**src/rtl/kpd_pkg.sv**
```systemverilog
// Shared types for the hex keypad entry block: key map, debounce FSM states, frame classes.
// Pure declarations; no logic, no latency.
package kpd_pkg;

  typedef enum logic [1:0] {ST_IDLE, ST_DEB, ST_HELD, ST_REL} kpd_state_t;

  typedef enum logic [1:0] {CLS_NONE, CLS_SINGLE, CLS_MULTI} frame_cls_t;

  // Indexed by row*4 + col.
  localparam logic [3:0] KEYMAP [16] = '{
    4'h1, 4'h2, 4'h3, 4'hA,
    4'h4, 4'h5, 4'h6, 4'hB,
    4'h7, 4'h8, 4'h9, 4'hC,
    4'h0, 4'hF, 4'hE, 4'hD
  };

endpackage

```
**src/rtl/kpd_col_scanner.sv**
```systemverilog
// Column scanner: drives one column low per SCAN_DIV-cycle slot, samples synced rows at slot end,
// and flags each 4-column frame with its class/code one cycle after the last sample; never stalls.
module kpd_col_scanner
  import kpd_pkg::*;
#(
  parameter int SCAN_DIV = 10000
) (
  input  logic       clk,
  input  logic       rst,
  input  logic [3:0] row,
  output logic [3:0] col,
  output logic       frame_evt,
  output frame_cls_t frame_cls,
  output logic [3:0] frame_code
);

  localparam int SW = (SCAN_DIV > 1) ? $clog2(SCAN_DIV) : 1;
  localparam logic [SW-1:0] SLOT_LAST = SW'(SCAN_DIV - 1);

  logic [3:0]    row_s1;
  logic [3:0]    row_s2;
  logic [SW-1:0] slot;
  logic [1:0]    col_idx;
  logic [3:0]    smp [4];
  logic [4:0]    low_cnt;

  always_ff @(posedge clk) begin
    if (rst) begin
      row_s1    <= 4'hF;
      row_s2    <= 4'hF;
      slot      <= '0;
      col_idx   <= 2'd0;
      frame_evt <= 1'b0;
      for (int c = 0; c < 4; c++) smp[c] <= 4'hF;
    end else begin
      row_s1    <= row;
      row_s2    <= row_s1;
      frame_evt <= 1'b0;
      if (slot == SLOT_LAST) begin
        // Sample at the end of the slot so the rows have settled after the column switch.
        slot         <= '0;
        smp[col_idx] <= row_s2;
        col_idx      <= col_idx + 2'd1;
        if (col_idx == 2'd3) frame_evt <= 1'b1;
      end else begin
        slot <= slot + 1'b1;
      end
    end
  end

  assign col = ~(4'b0001 << col_idx);

  always_comb begin
    low_cnt    = 5'd0;
    frame_code = 4'h0;
    for (int c = 0; c < 4; c++) begin
      for (int r = 0; r < 4; r++) begin
        if (!smp[c][r]) begin
          low_cnt    = low_cnt + 5'd1;
          frame_code = KEYMAP[r*4 + c];
        end
      end
    end
    if (low_cnt == 5'd0)      frame_cls = CLS_NONE;
    else if (low_cnt == 5'd1) frame_cls = CLS_SINGLE;
    else                      frame_cls = CLS_MULTI;
  end

endmodule

```
**src/rtl/hex_keypad_entry.sv**
```systemverilog
// Hex keypad entry: scans a 4x4 keypad, debounces per frame, shifts accepted digits into a 16-bit word.
// key_pulse one cycle after the DEBOUNCE-th matching frame ends; free-running, no backpressure.
module hex_keypad_entry
  import kpd_pkg::*;
#(
  parameter int SCAN_DIV = 10000,
  parameter int DEBOUNCE = 4
) (
  input  logic        clk,
  input  logic        rst,
  input  logic [3:0]  row,
  input  logic        clr,
  output logic [3:0]  col,
  output logic [15:0] value,
  output logic [3:0]  key_code,
  output logic        key_pulse,
  output logic        key_down
);

  localparam int DW = $clog2(DEBOUNCE + 1);
  localparam logic [DW-1:0] DCNT_LAST = DW'(DEBOUNCE);
  localparam logic [DW-1:0] DCNT_ONE  = DW'(1);

  logic       frame_evt;
  frame_cls_t frame_cls;
  logic [3:0] frame_code;

  kpd_state_t    state;
  logic [3:0]    cand;
  logic [DW-1:0] dcnt;
  logic [DW-1:0] dcnt_nxt;

  kpd_col_scanner #(.SCAN_DIV(SCAN_DIV)) u_scan (
    .clk        (clk),
    .rst        (rst),
    .row        (row),
    .col        (col),
    .frame_evt  (frame_evt),
    .frame_cls  (frame_cls),
    .frame_code (frame_code)
  );

  assign dcnt_nxt = dcnt + 1'b1;

  always_ff @(posedge clk) begin
    if (rst) begin
      state     <= ST_IDLE;
      cand      <= 4'h0;
      dcnt      <= '0;
      value     <= 16'h0000;
      key_code  <= 4'h0;
      key_pulse <= 1'b0;
      key_down  <= 1'b0;
    end else begin
      key_pulse <= 1'b0;
      if (clr) value <= 16'h0000;
      if (frame_evt) begin
        case (state)
          ST_IDLE: begin
            if (frame_cls == CLS_SINGLE) begin
              state <= ST_DEB;
              cand  <= frame_code;
              dcnt  <= DCNT_ONE;
            end
          end
          ST_DEB: begin
            if (frame_cls == CLS_SINGLE && frame_code == cand) begin
              if (dcnt_nxt == DCNT_LAST) begin
                state     <= ST_HELD;
                key_pulse <= 1'b1;
                key_code  <= cand;
                key_down  <= 1'b1;
                // A coincident clear wipes the old digits but keeps the new one.
                value     <= clr ? {12'h000, cand} : {value[11:0], cand};
              end else begin
                dcnt <= dcnt_nxt;
              end
            end else begin
              state <= ST_IDLE;
            end
          end
          ST_HELD: begin
            if (frame_cls == CLS_NONE) begin
              state <= ST_REL;
              dcnt  <= DCNT_ONE;
            end
          end
          ST_REL: begin
            if (frame_cls == CLS_NONE) begin
              if (dcnt_nxt == DCNT_LAST) begin
                state    <= ST_IDLE;
                key_down <= 1'b0;
              end else begin
                dcnt <= dcnt_nxt;
              end
            end else begin
              state <= ST_HELD;
            end
          end
          default: state <= ST_IDLE;
        endcase
      end
    end
  end

endmodule

```
**config.mk**
```make
export PLATFORM = sky130hd
export DESIGN_NAME = hex_keypad_entry
export DESIGN_NICKNAME = d
export VERILOG_FILES = /design/src/rtl/kpd_pkg.sv /design/src/rtl/kpd_col_scanner.sv /design/src/rtl/hex_keypad_entry.sv
export SDC_FILE = /design/constraint.sdc
export NUM_CORES = 1
export LEC_CHECK = 0
export CORE_ASPECT_RATIO = 0.8
export CORE_MARGIN = 2
export CORE_UTILIZATION = 50
export CTS_CLUSTER_SIZE = 16
export DETAILED_ROUTE_END_ITERATION = 8
export PLACE_DENSITY = 0.69
export SYNTH_ARGS = -nofsm -noshare
export SYNTH_HDL_FRONTEND = slang
export SYNTH_SLANG_ARGS = --single-unit
```
**constraint.sdc**
```tcl
create_clock -name clk -period 13.1 [get_ports clk]
set_input_delay 3.275 -clock clk [delete_from_list [all_inputs] [get_ports clk]]
set_output_delay 3.275 -clock clk [all_outputs]
set_load 0.1 [all_outputs]
```
### Word level (Yosys, flattened, before mapping)

Memories as Yosys holds them, arrays and structs flattened.
Cells that the tools add are included.

| storage, ports and cells | value |
|---|---|
| register bits | 56 |
| RAM bits | 16 |
| input port bits | 7 |
| output and inout bits | 26 |
| logic and storage cells | 136 |
| memories kept | 1 |

| operators by class | value |
|---|---|
| add/subtract/negate cells | 18 |
| equality and inequality tests | 17 |
| shift operators | 1 |
| multiplexer cells | 68 |
| bitwise gates (word level) | 5 |
| reduce and logical (&&, ||, !) cells | 14 |

Memories:

| memory | depth | width | rd ports | clocked after Yosys merged registers in | write ports | line | text |
|---|---|---|---|---|---|---|---|
| u_scan.smp | 4 | 4 | 4 | 0 | 4 | kpd_col_scanner.sv:24 | `logic [3:0] smp [4];` |

Operators with widths:

| operator | count |
|---|---|
| 2-to-1 mux 16 bit | 6 |
| 2-to-1 mux 5 bit | 15 |
| adder 5 x 1 -> 5 bit (second input constant) | 14 |
| 2-to-1 mux 4 bit | 11 |
| 2-to-1 mux 3 bit | 10 |
| 2-to-1 mux 2 bit | 9 |
| adder 14 x 1 -> 14 bit (second input constant) | 1 |
| equality test 14 bit (second input constant) | 1 |
| 2-to-1 mux 1 bit | 14 |
| inequality test 2 bit (second input constant) | 6 |
| case mux 3 bit (4 select lines) | 1 |
| AND reduction 5 bit | 2 |
| case mux 2 bit (4 select lines) | 1 |
| OR reduction 4 bit | 2 |
| equality test 2 bit (second input constant) | 3 |
| inequality test 3 bit (second input constant) | 2 |
| AND reduction 6 bit | 1 |
| equality test 5 x 1 -> 1 bit (second input constant) | 1 |
| logical NOT 5 bit | 1 |
| equality test 2 x 1 -> 1 bit (second input constant) | 2 |
| equality test 4 bit | 1 |
| logical NOT 2 bit | 2 |
| NOT 1 bit | 4 |
| NOT 4 bit | 1 |
| 11 further kinds | 12 |

### Longest topological paths before layout

An unclocked memory read counts as a cell.

| logic depth | value |
|---|---|
| word-level depth | 40 |
| mapped depth | 53 |
| mapped depth without buffers | 52 |

### Cells and area by module

Synthesis repeated with hierarchy kept, for this count alone.

| unflattened totals | value |
|---|---|
| cells, all modules | 537 |
| area, all modules | 4,645.7 µm² |

By module, submodules not included:

| module | times used | cells each | area each (µm²) |
|---|---|---|---|
| kpd_col_scanner | 1 | 383 | 3,319.4 |
| hex_keypad_entry | 1 | 154 | 1,326.3 |

### Worst setup path before layout

No wires, ideal clock.

| path | value |
|---|---|
| path kind | flip-flop to flip-flop |
| start point | mem u_scan.smp[0][1] |
| end point | reg value[10] |
| arrival | 9.604 ns |
| data required time | 12.972 ns |
| slack | 3.368 ns |
| stages on the path, launching flop included | 53 |
| buffers on the path | 2 |
| clock period less this slack | 9.732 ns |
| path through | edfxtp_1 -> inv_1 -> ha_1 -> xnor2_1 -> ha_1 -> nand2b_1 -> nand2_1 -> ha_1 -> nor2b_1 -> a21o_1 -> ha_1 -> nor2b_1 -> a31oi_1 -> nand2_1 -> ha_1 -> nor2_1 -> a31oi_1 -> ha_1 -> [... 17 more ...] -> nor2_1 -> o2bb2ai_1 -> ha_1 -> nor2_1 -> nor2_1 -> ha_1 -> nor2b_1 -> or2_2 -> ha_1 -> nor2_1 -> o21ai_0 -> o22a_1 -> or4_1 -> or3_1 -> clkbuf_1 -> buf_2 -> mux2i_1 -> nor2_1 |

RTL lines:

| what | line | text |
|---|---|---|
| start, declared | kpd_col_scanner.sv:24 |  |
| end signal, assigned | hex_keypad_entry.sv:74 | `value <= clr ? {12'h000, cand} : {value[11:0], cand};` |
| end, declared | hex_keypad_entry.sv:14 | `output logic [15:0] value,` |

==> report_table.html <==
<table>
<tr><th>Metric</th><th>Value</th></tr>
<tr><th colspan="2">Clock tree</th></tr>
<tr><td>Clock insertion delay at the later pin of the skew report</td><td>0.32 ns</td></tr>
<tr><td>Maximum buffer depth of the clock tree</td><td>2</td></tr>
<tr><td>Buffer count from post-CTS setup fixing</td><td>0</td></tr>
<tr><td>TritonCTS Buffers</td><td>9</td></tr>
<tr><td>Root buffer cell</td><td>clkbuf_16</td></tr>
<tr><td>Clk sinks</td><td>72</td></tr>
<tr><td>Total of cells resized after clock tree synthesis</td><td>0</td></tr>
<tr><td>Number of buffers inserted by hold repair at cts</td><td>0</td></tr>
<tr><td># H-tree levels</td><td>3</td></tr>
<tr><td>Clock-pin slew of the registers on the worst-case setup and hold paths</td><td>0.06 ns</td></tr>
<tr><td>Clock tree from TritonCTS</td><td>yes</td></tr>
<tr><th colspan="2">Synth</th></tr>
<tr><td>Number of flops mapped to enable cells by yosys</td><td>16</td></tr>
<tr><td>Fraction of registers with async set/reset</td><td>0</td></tr>
<tr><td>Post-Synthesis Mean Instance Area</td><td>8.88 sq um</td></tr>
<tr><td>Flop and latch count out of synthesis</td><td>72</td></tr>
<tr><td>Synthesis Warnings</td><td>0</td></tr>
<tr><td>Net count of the mapped netlist</td><td>571</td></tr>
<tr><td>Share of synthesized area occupied by flip-flops and latches</td><td>0.333</td></tr>
<tr><td>Number of standard cells after synthesis</td><td>541</td></tr>
<tr><td>Netlist Area Pre-Place</td><td>0.00480 sq mm</td></tr>
<tr><td>Top_reg_cell synth</td><td>dfxtp_1</td></tr>
<tr><td>Cell variety after synth</td><td>69</td></tr>
<tr><th colspan="2">Setup path</th></tr>
<tr><td>Classification of the worst setup path</td><td>flip-flop to flip-flop</td></tr>
<tr><td>Cell family with the largest share of critical-path delay</td><td>simple AND/OR/NAND/NOR gates</td></tr>
<tr><td>Biggest fanout along the worst timing path</td><td>24</td></tr>
<tr><td>Data required time at the worst endpoint</td><td>13.35 ns</td></tr>
<tr><td>Critical path data arrival time</td><td>11.37 ns</td></tr>
<tr><td>Endpoint of the worst register-to-register path</td><td>key_code[1]$_SDFFE_PP0P_</td></tr>
<tr><td>Critical-path cell with the highest stage delay</td><td>or3_1</td></tr>
<tr><td>Beginning of the worst register-to-register path</td><td>u_scan.smp[0][0]$_SDFFCE_PN1P_</td></tr>
<tr><td>Slowest cell delay on critical path</td><td>0.71 ns</td></tr>
<tr><td>R2r worst-path depth</td><td>51</td></tr>
<tr><td>Category of the worst setup path launch point</td><td>flip-flop</td></tr>
<tr><td>CP most frequent cell</td><td>ha_1</td></tr>
<tr><td>FF-to-FF setup slack</td><td>1.98 ns</td></tr>
<tr><td>Bufs and invs on worst path</td><td>1</td></tr>
<tr><td>Type of destination of the critical path</td><td>flip-flop</td></tr>
<tr><th colspan="2">Floorplan</th></tr>
<tr><td>I/O pin count</td><td>33</td></tr>
<tr><td>Die outline area</td><td>0.0104 sq mm</td></tr>
<tr><td>Floorplan die height</td><td>91.7 microns</td></tr>
<tr><td>Core area</td><td>0.00919 sq mm</td></tr>
<tr><td>Row count</td><td>31</td></tr>
<tr><td>Die boundary width</td><td>114 microns</td></tr>
<tr><td>Initial Util</td><td>0.523</td></tr>
<tr><th colspan="2">Routing</th></tr>
<tr><td>Final routed wirelength across all metal layers</td><td>9.52 mm</td></tr>
<tr><td>Vias after detailed routing</td><td>3670</td></tr>
<tr><td>DRT iter0 DRCs</td><td>216</td></tr>
<tr><td>Drc violations</td><td>0</td></tr>
<tr><td>Routed wire per std cell</td><td>14.0 microns</td></tr>
<tr><td>Residual antenna-violating net count after detailed routing</td><td>0</td></tr>
<tr><td>Via density per instance</td><td>5.40</td></tr>
<tr><td>First-pass DRT Iterations</td><td>4</td></tr>
<tr><th colspan="2">Finish</th></tr>
<tr><td>Final std cell area, no fill</td><td>0.00546 sq mm</td></tr>
<tr><td>Fin nets</td><td>590</td></tr>
<tr><td>Most used cells in the layout excluding fill and tap cells</td><td>nor2_1, dfxtp_1, nand2_1</td></tr>
<tr><td>Finished Core Util</td><td>0.594</td></tr>
<tr><td>Leading cell type in the layout, fill and taps excluded</td><td>nor2_1</td></tr>
<tr><td>Cell Count, Final, Fillers Out</td><td>680</td></tr>
<tr><td>Synth-to-layout area growth</td><td>13.7%</td></tr>
<tr><td>Total inserted antenna cells</td><td>0</td></tr>
<tr><td>Share of layout cells above drive strength 1</td><td>0.0796</td></tr>
<tr><th colspan="2">STA</th></tr>
<tr><td>Slew margin rel.</td><td>0.324</td></tr>
<tr><td>Setup-violating endpoint count in the final report</td><td>0</td></tr>
<tr><td>Least setup slack across all paths after layout</td><td>1.98 ns</td></tr>
<tr><td>Transition at the pin with the smallest max-transition slack</td><td>1.01 ns</td></tr>
<tr><td>Final Max Tran Viols</td><td>0</td></tr>
<tr><td>Setup TNS Final</td><td>0 ns</td></tr>
<tr><td>Worst setup skew after layout</td><td>0.00625 ns</td></tr>
<tr><td>Fmax</td><td>89.9 MHz</td></tr>
<tr><td>Fin crit period</td><td>11.12 ns</td></tr>
<tr><td>Worst hold slack after final layout</td><td>0.409 ns</td></tr>
<tr><td>Final period utilization</td><td>0.849</td></tr>
<tr><td>Setup repair after global routing missed its margin</td><td>false</td></tr>
<tr><td>Count of endpoints failing hold in the final timing report</td><td>0</td></tr>
<tr><th colspan="2">Placed design</th></tr>
<tr><td>Placed Cells incl. Taps</td><td>664</td></tr>
<tr><td>Post-detailed-placement half-perimeter wirelength</td><td>6.99 mm</td></tr>
<tr><td>Post-detailed-placement cell area</td><td>0.00517 sq mm</td></tr>
<tr><td>Final weighted congestion of routability-driven global placement</td><td>0.858</td></tr>
<tr><td>Number of I/O port buffers</td><td>32</td></tr>
<tr><td>Pre-CTS setup slack</td><td>2.16 ns</td></tr>
<tr><th colspan="2">Global route</th></tr>
<tr><td>Total global-route track usage</td><td>0.192</td></tr>
<tr><td>Maximum number of pins on one net before global-route repair</td><td>40</td></tr>
<tr><td>Number of global-route vias before repair</td><td>3679</td></tr>
<tr><td>Overall overflow remaining after global route</td><td>0</td></tr>
<tr><td>Initial antenna violation count</td><td>0</td></tr>
<tr><td>First-pass GRT wire length</td><td>16.7 mm</td></tr>
<tr><th colspan="2">Outcome</th></tr>
<tr><td>Outcome</td><td>finished clean</td></tr>
<tr><th colspan="2">Min path</th></tr>
<tr><td>Worst min-delay path category</td><td>flip-flop to flip-flop</td></tr>
<tr><td>Number of instances on the worst hold path</td><td>1</td></tr>
<tr><td>Hold endpoint</td><td>u_scan.row_s2[0]$_SDFF_PP1_</td></tr>
<tr><td>Hold Startpoint</td><td>u_scan.row_s1[0]$_SDFF_PP1_</td></tr>
<tr><th colspan="2">Power</th></tr>
<tr><td>VDD IR max</td><td>0.0000829 V</td></tr>
<tr><td>Tot Pwr</td><td>0.473 mW</td></tr>
<tr><td>Areal power density over the cells</td><td>86.7 mW/mm^2</td></tr>
<tr><td>Leakage</td><td>2.30 nW</td></tr>
<tr><th colspan="2">Run</th></tr>
<tr><td>Max-Cap Viols</td><td>0</td></tr>
</table>
## how the worst max path moves through the flow
| stage | start | endpoint | slack, ns | cells after the start |
|---|---|---|---|---|
| global placement | u_scan.smp[0][1]$_SDFFCE_PN1P_ | key_code[3]$_SDFFE_PP0P_ | 2.56 | 51 |
| CTS | u_scan.smp[0][1]$_SDFFCE_PN1P_ | key_code[1]$_SDFFE_PP0P_ | 2.09 | 51 |
| global route | u_scan.smp[0][1]$_SDFFCE_PN1P_ | value[1]$_SDFF_PP0_ | 1.00 | 51 |
| detailed placement | u_scan.smp[0][1]$_SDFFCE_PN1P_ | value[0]$_SDFF_PP0_ | 2.16 | 51 |
| floorplan | u_scan.smp[0][1]$_SDFFCE_PN1P_ | value[10]$_SDFF_PP0_ | 3.37 | 52 |
| finish | u_scan.smp[0][0]$_SDFFCE_PN1P_ | key_code[1]$_SDFFE_PP0P_ | 1.98 | 51 |
## logic make-up (layout without fill, tap and decap cells)
group / count (synthesis) / in the layout / synth area share
compound gates: 84 / 84 / 0.116
xor+xnor: 64 / 64 / 0.158
fa+ha+maj: 23 / 23 / 0.0599
buf+inv: 55 / 79 / 0.0456
flops: 72 / 72 / 0.333
mux: 25 / 25 / 0.0536
simple gates: 218 / 218 / 0.234
## per-layer routing
metal,share of wire,global-route usage
met2,0.44,0.311
met4,0.0057,0.0498
met3,0.038,0.0403
met5,0,0
met1,0.51,0.263
## sequential cells by signal, summed over array words and instances, names as in the netlist, 2 cells and up
name / count
value: 16
u_scan.row_s1: 4
u_scan.col_idx: 2
key_code: 4
dcnt: 3
state: 2
u_scan.slot: 14
u_scan.smp: 16
cand: 4
u_scan.row_s2: 4
## final cells by class
type / instances / area (sq um)
repair buffers: 33 / 328
clock buffers: 9 / 225
flip-flops and latches: 72 / 1600
fillers: 789 / 3730
inverters: 30 / 113
multi-input cells: 414 / 2980
clock inverters: 7 / 68.8
well taps: 115 / 144
## cells in the mapped netlist (all sizes together) (9+ instances only)
| cell | number | share of area |
|---|---|---|
| inv | 30 | 0.023 |
| nand2b | 12 | 0.016 |
| nor2b | 18 | 0.023 |
| or2 | 18 | 0.023 |
| a21oi | 23 | 0.024 |
| xor2 | 18 | 0.036 |
| edfxtp | 16 | 0.10 |
| nand2 | 47 | 0.037 |
| mux2i | 22 | 0.046 |
| clkbuf | 19 | 0.015 |
| xnor2 | 34 | 0.064 |
| xnor3 | 10 | 0.048 |
| o21ai | 17 | 0.018 |
| ha | 23 | 0.060 |
| nand3 | 9 | 0.0094 |
| dfxtp | 56 | 0.23 |
| nor2 | 62 | 0.049 |
## worst register-to-register path, delay by kind of cell (launching register included)
family / cells / cell delay [ns]
AND/OR/NAND/NOR: 25 / 4.21
AO/OA/AOI/OAI: 11 / 2.32
buffers and inverters: 1 / 0.07
flip-flops: 1 / 0.36
adder cells (fa/ha/maj): 14 / 4.05
## report_power, final
part           switching [mW]  internal (mW)
logic                 0.00498        0.00415
registers            0.000697          0.228
clock network          0.0881          0.147
total                  0.0938          0.380
(Power assumes the default switching activity.)
==> edit 1: new RTL, same flow settings <==
`SCAN_DIV` is set to 10000 in 2 places; all go to 20000.
--- a/src/rtl/kpd_col_scanner.sv
+++ b/src/rtl/kpd_col_scanner.sv
@@ -4,5 +4,5 @@
   import kpd_pkg::*;
 #(
-  parameter int SCAN_DIV = 10000
+  parameter int SCAN_DIV = 20000
 ) (
   input  logic       clk,
--- a/src/rtl/hex_keypad_entry.sv
+++ b/src/rtl/hex_keypad_entry.sv
@@ -4,5 +4,5 @@
   import kpd_pkg::*;
 #(
-  parameter int SCAN_DIV = 10000,
+  parameter int SCAN_DIV = 20000,
   parameter int DEBOUNCE = 4
 ) (
Check against the original RTL: no difference found for any inputs over 10 cycles, from zero or initial values and one cycle with rst high; that may be too few to reach the edited logic, so the function may still have changed.
==> edit 1 against the original RTL <==
Power fell by 0.70%. Sequential power grew 2%. Final area rose by 5.7%. Sequential cell count increased by 1. Area after synthesis increased by 6.6%. Setup slack improved by 0.54 ns. Routed wire length grew 1.1%. Utilization decreased by 2.3 points. Critical endpoint is now key_code[3]$_SDFFE_PP0P_. Largest power group is now registers.
==> edit 1: results (changes against the original RTL) <==
stage,metric,value,unit,change
layout,drive_above_1_share,8.63,%,was 7.96%
routing,wl_per_cell,13.2,um,was 14.0 um
pwr,peakVddDrop,0.0726,mV,was 0.0829 mV
pwr,p_comb,0.00939,mW,was 0.00913 mW
hold_path,min_from,u_scan.row_s1[3]$_SDFF_PP1_,,was u_scan.row_s1[0]$_SDFF_PP1_
placement,dpl.hpwl,7260,um,was 6990 um
layout,multi_input_area_share,56.4,%,was 54.6%
pwr,powerClk,0.228,mW,was 0.235 mW
routing,drtIter0Drc,188,,was 216
timing,period_share,80.8,%,was 84.9%
layout,clk_share,4.83,%,was 5.38%
global_route,grt_pass1_wl,16800,um,was 16700 um
logic_synthesis,ys_ff_latch,73,,was 72
global_route,grt_pass1_vias,3727,,was 3679
critical_path,cp.arrival,10.81,ns,was 11.37 ns
run_status,status,completed,,unchanged
layout,comb.multi_input.count,438,,was 414
logic_synthesis,synth-compound-area-share,11.1,%,was 11.6%
layout,fillers,898,,was 789
hold_path,holdPathEnd,u_scan.row_s2[3]$_SDFF_PP1_,,was u_scan.row_s2[0]$_SDFF_PP1_
logic_synthesis,synth_cell_types,73,,was 69
layout,inverters,31,,was 30
critical_path,r2r_end,key_code[3]$_SDFFE_PP0P_,,was key_code[1]$_SDFFE_PP0P_
critical_path,critPathSlowestCell,nand3_2,,was or3_1
timing,skew,0.00583,ns,was 0.00625 ns
routing,num_vias,3872,,was 3670
logic_synthesis,synth_common_cells,"nand2_1, dfxtp_1, nor2_1, mux2i_1, inv_1",,"was nor2_1, dfxtp_1, nand2_1, xnor2_1, inv_1"
global_route,grt_usage,18.6,%,was 19.2%
critical_path,cp_max_fo,20,,was 24
layout,layout.nonclk_buf_share,5.67,%,was 6.00%
layout,seq_area_share,28.1,%,was 29.3%
layout,fin_nets,616,,was 590
placement,dpl_worst_slack,2.58,ns,was 2.16 ns
routing,firstDrtPassIters,5,,was 4
logic_synthesis,synthXorXnorAreaFrac,16.5,%,was 15.8%
logic_synthesis,synth_nets,596,,was 571
placement,gp_congestion,0.825,,was 0.858
-- edit 1: cell types whose count changed in the layout (fill, tap and decap cells not counted), sizes merged, moves of 4 or more --
| cell | before | now |
|---|---|---|
| nand3b | 8 | 3 |
| nor4 | 1 | 6 |
| mux2i | 22 | 34 |
| or2 | 18 | 10 |
| nand2b | 12 | 22 |
| nand2 | 47 | 67 |
| nand3 | 9 | 13 |
| a21oi | 23 | 18 |
| nor2 | 62 | 49 |
-- edit 1: per-stage QoR --
step                util, %  hold WS, ns  instance area [um^2]  power, mW  std cells
global placement       54.4        0.395                  5500      0.246        715
finish                 57.1        0.404                  5780      0.470        731
floorplan                 -        0.389                  5120      0.243        566
global route           57.1        0.424                  5780      0.484        731
CTS                    57.1        0.405                  5780      0.475        731
detailed placement     54.4        0.395                  5500      0.247        715
-- edit 1: metal layers --
metal	wire length, um	up-vias	global-route usage, %
met4	60	0	4.61
met1	4950	1820	26.1
met3	292	7	3.27
met5	0	-	0
met2	4320	72	29.7
li1	-	1973	-
==> edit 2: new RTL, same flow settings <==
Made on the original files. Encoding of `kpd_state_t`: now one-hot (4 bits for 4 states).
--- a/src/rtl/kpd_pkg.sv
+++ b/src/rtl/kpd_pkg.sv
@@ -3,5 +3,5 @@
 package kpd_pkg;
 
-  typedef enum logic [1:0] {ST_IDLE, ST_DEB, ST_HELD, ST_REL} kpd_state_t;
+  typedef enum logic [3:0] {ST_IDLE = 4'b0001, ST_DEB = 4'b0010, ST_HELD = 4'b0100, ST_REL = 4'b1000} kpd_state_t;
 
   typedef enum logic [1:0] {CLS_NONE, CLS_SINGLE, CLS_MULTI} frame_cls_t;
Formal check against the unedited RTL: no difference found for any inputs over 10 cycles, from zero or initial values and one cycle with rst high; not proved beyond that.
==> edit 2 against the original RTL <==
Sequential cell count up 2. Largest power group unchanged. Die area up 9.4%. Final area up 9.5%. Worst hold slack worse by 0.00076 ns. Power up 10%. Utilization down 0.98 points. Routed wire length up 11%. Sequential share of layout area down 1.9 points. Setup slack worse by 0.51 ns. Area after synthesis up 9.8%. Synthesized cell count up 10%. Sequential power up 3%.
==> edit 2: results (changes against the original RTL) <==
stage,metric,value,unit,change
run_status,status,completed,,unchanged
critical_path,critPathSlowestCell,and4_4,,was or3_1
critical_path,reg2reg_slack,1.47,ns,was 1.98 ns
clocking,cts.htree.levels,3,,unchanged
critical_path,r2r-start,u_scan.smp[0][1]$_SDFFCE_PN1P_,,was u_scan.smp[0][0]$_SDFFCE_PN1P_
logic_synthesis,ys_seq_area_share,31.1,%,was 33.3%
routing,num_vias,4069,,was 3670
logic_synthesis,synthXorXnorAreaFrac,16.9,%,was 15.8%
global_route,grt_pass1_vias,3925,,was 3679
logic_synthesis,synth_area_leaders,"dfxtp_1, edfxtp_1, xnor2_1, mux2i_1, ha_1",,"was dfxtp_1, edfxtp_1, xnor2_1, ha_1, nor2_1"
placement,place_area,5640,um^2,was 5170 um^2
pwr,leakage,2.45,nW,was 2.30 nW
placement,dpl.hpwl,7890,um,was 6990 um
routing,wl_met1,5360,um,was 4880 um
pwr,p_comb,0.0161,mW,was 0.00913 mW
hold_path,min_from,u_scan.row_s1[1]$_SDFF_PP1_,,was u_scan.row_s1[0]$_SDFF_PP1_
global_route,grt_pass1_wl,17900,um,was 16700 um
layout,drive_above_1_share,8.13,%,was 7.96%
timing,skew,0.00446,ns,was 0.00625 ns
critical_path,cp_max_fo,26,,was 24
global_route,grt_util_met3,4.27,%,was 4.03%
logic_synthesis,synthMuxAreaShare,6.19,%,was 5.36%
global_route,grt_usage,19.3,%,was 19.2%
hold_path,holdPathEnd,u_scan.row_s2[1]$_SDFF_PP1_,,was u_scan.row_s2[0]$_SDFF_PP1_
global_route,grt_max_degree,34,,was 40
logic_synthesis,synth_common_cells,"nor2_1, dfxtp_1, nand2_1, xnor2_1, mux2i_1",,"was nor2_1, dfxtp_1, nand2_1, xnor2_1, inv_1"
critical_path,r2r_end,value[6]$_SDFF_PP0_,,was key_code[1]$_SDFFE_PP0P_
logic_synthesis,synth_cell_types,77,,was 69
pwr,seq-power,0.237,mW,was 0.229 mW
critical_path,max_stage_delay,0.49,ns,was 0.71 ns
routing,route.met3.wl,434,um,was 363 um
layout,fin_nets,640,,was 590
routing,drtIter0Drc,222,,was 216
pwr,peakVddDrop,0.0945,mV,was 0.0829 mV
global_route,grt_use_met1,25.4,%,was 26.3%
logic_synthesis,synth-compound-area-share,11.7,%,was 11.6%
critical_path,cp.arrival,11.84,ns,was 11.37 ns
placement,gp_congestion,0.852,,was 0.858
placement,dp.cells,739,,was 664
timing,worst_pin_slew,1.02,ns,was 1.01 ns
logic_synthesis,postSynthAreaPerCell,8.85,um^2,was 8.88 um^2
layout,final-instance-count-excl-fill,755,,was 680
pwr,switching_share,19.1,%,was 19.8%
clocking,clkTransAtPathRegs,0.05,ns,
routing,wl_met2,4690,um,was 4220 um
critical_path,reg2reg_depth,53,,was 51
routing,routed_wl,10600,um,was 9520 um
logic_synthesis,yosys.area_share.adder,5.65,%,was 5.99%
logic_synthesis,synth_nets,626,,was 571
placement,dpl_worst_slack,1.63,ns,was 2.16 ns
[edit 2: worst max path at each step]
stage	to	slack (ns)	depth (start not counted)
after floorplan	value[10]$_SDFF_PP0_	2.60	56
after global placement	value[1]$_SDFF_PP0_	2.11	54
after detailed placement	value[12]$_SDFF_PP0_	1.63	53
after CTS	value[6]$_SDFF_PP0_	1.55	53
after global routing	value[6]$_SDFF_PP0_	0.53	52
final	value[6]$_SDFF_PP0_	1.47	53
[edit 2: stage by stage]
stage	total power, mW	hold slack, ns
after detailed placement	0.257	0.396
after global routing	0.537	0.416
final	0.521	0.408
after floorplan	0.252	0.389
after global placement	0.257	0.394
after CTS	0.526	0.409
[edit 2: final cells by class]
type / count / area (um^2)
Clock inverter: 3 / 40.0
Inverter: 30 / 118
Timing Repair Buffer: 33 / 328
Tap cell: 140 / 175
Fill cell: 906 / 4250
Sequential cell: 74 / 1640
Multi-Input combinational cell: 462 / 3380
Clock buffer: 13 / 303
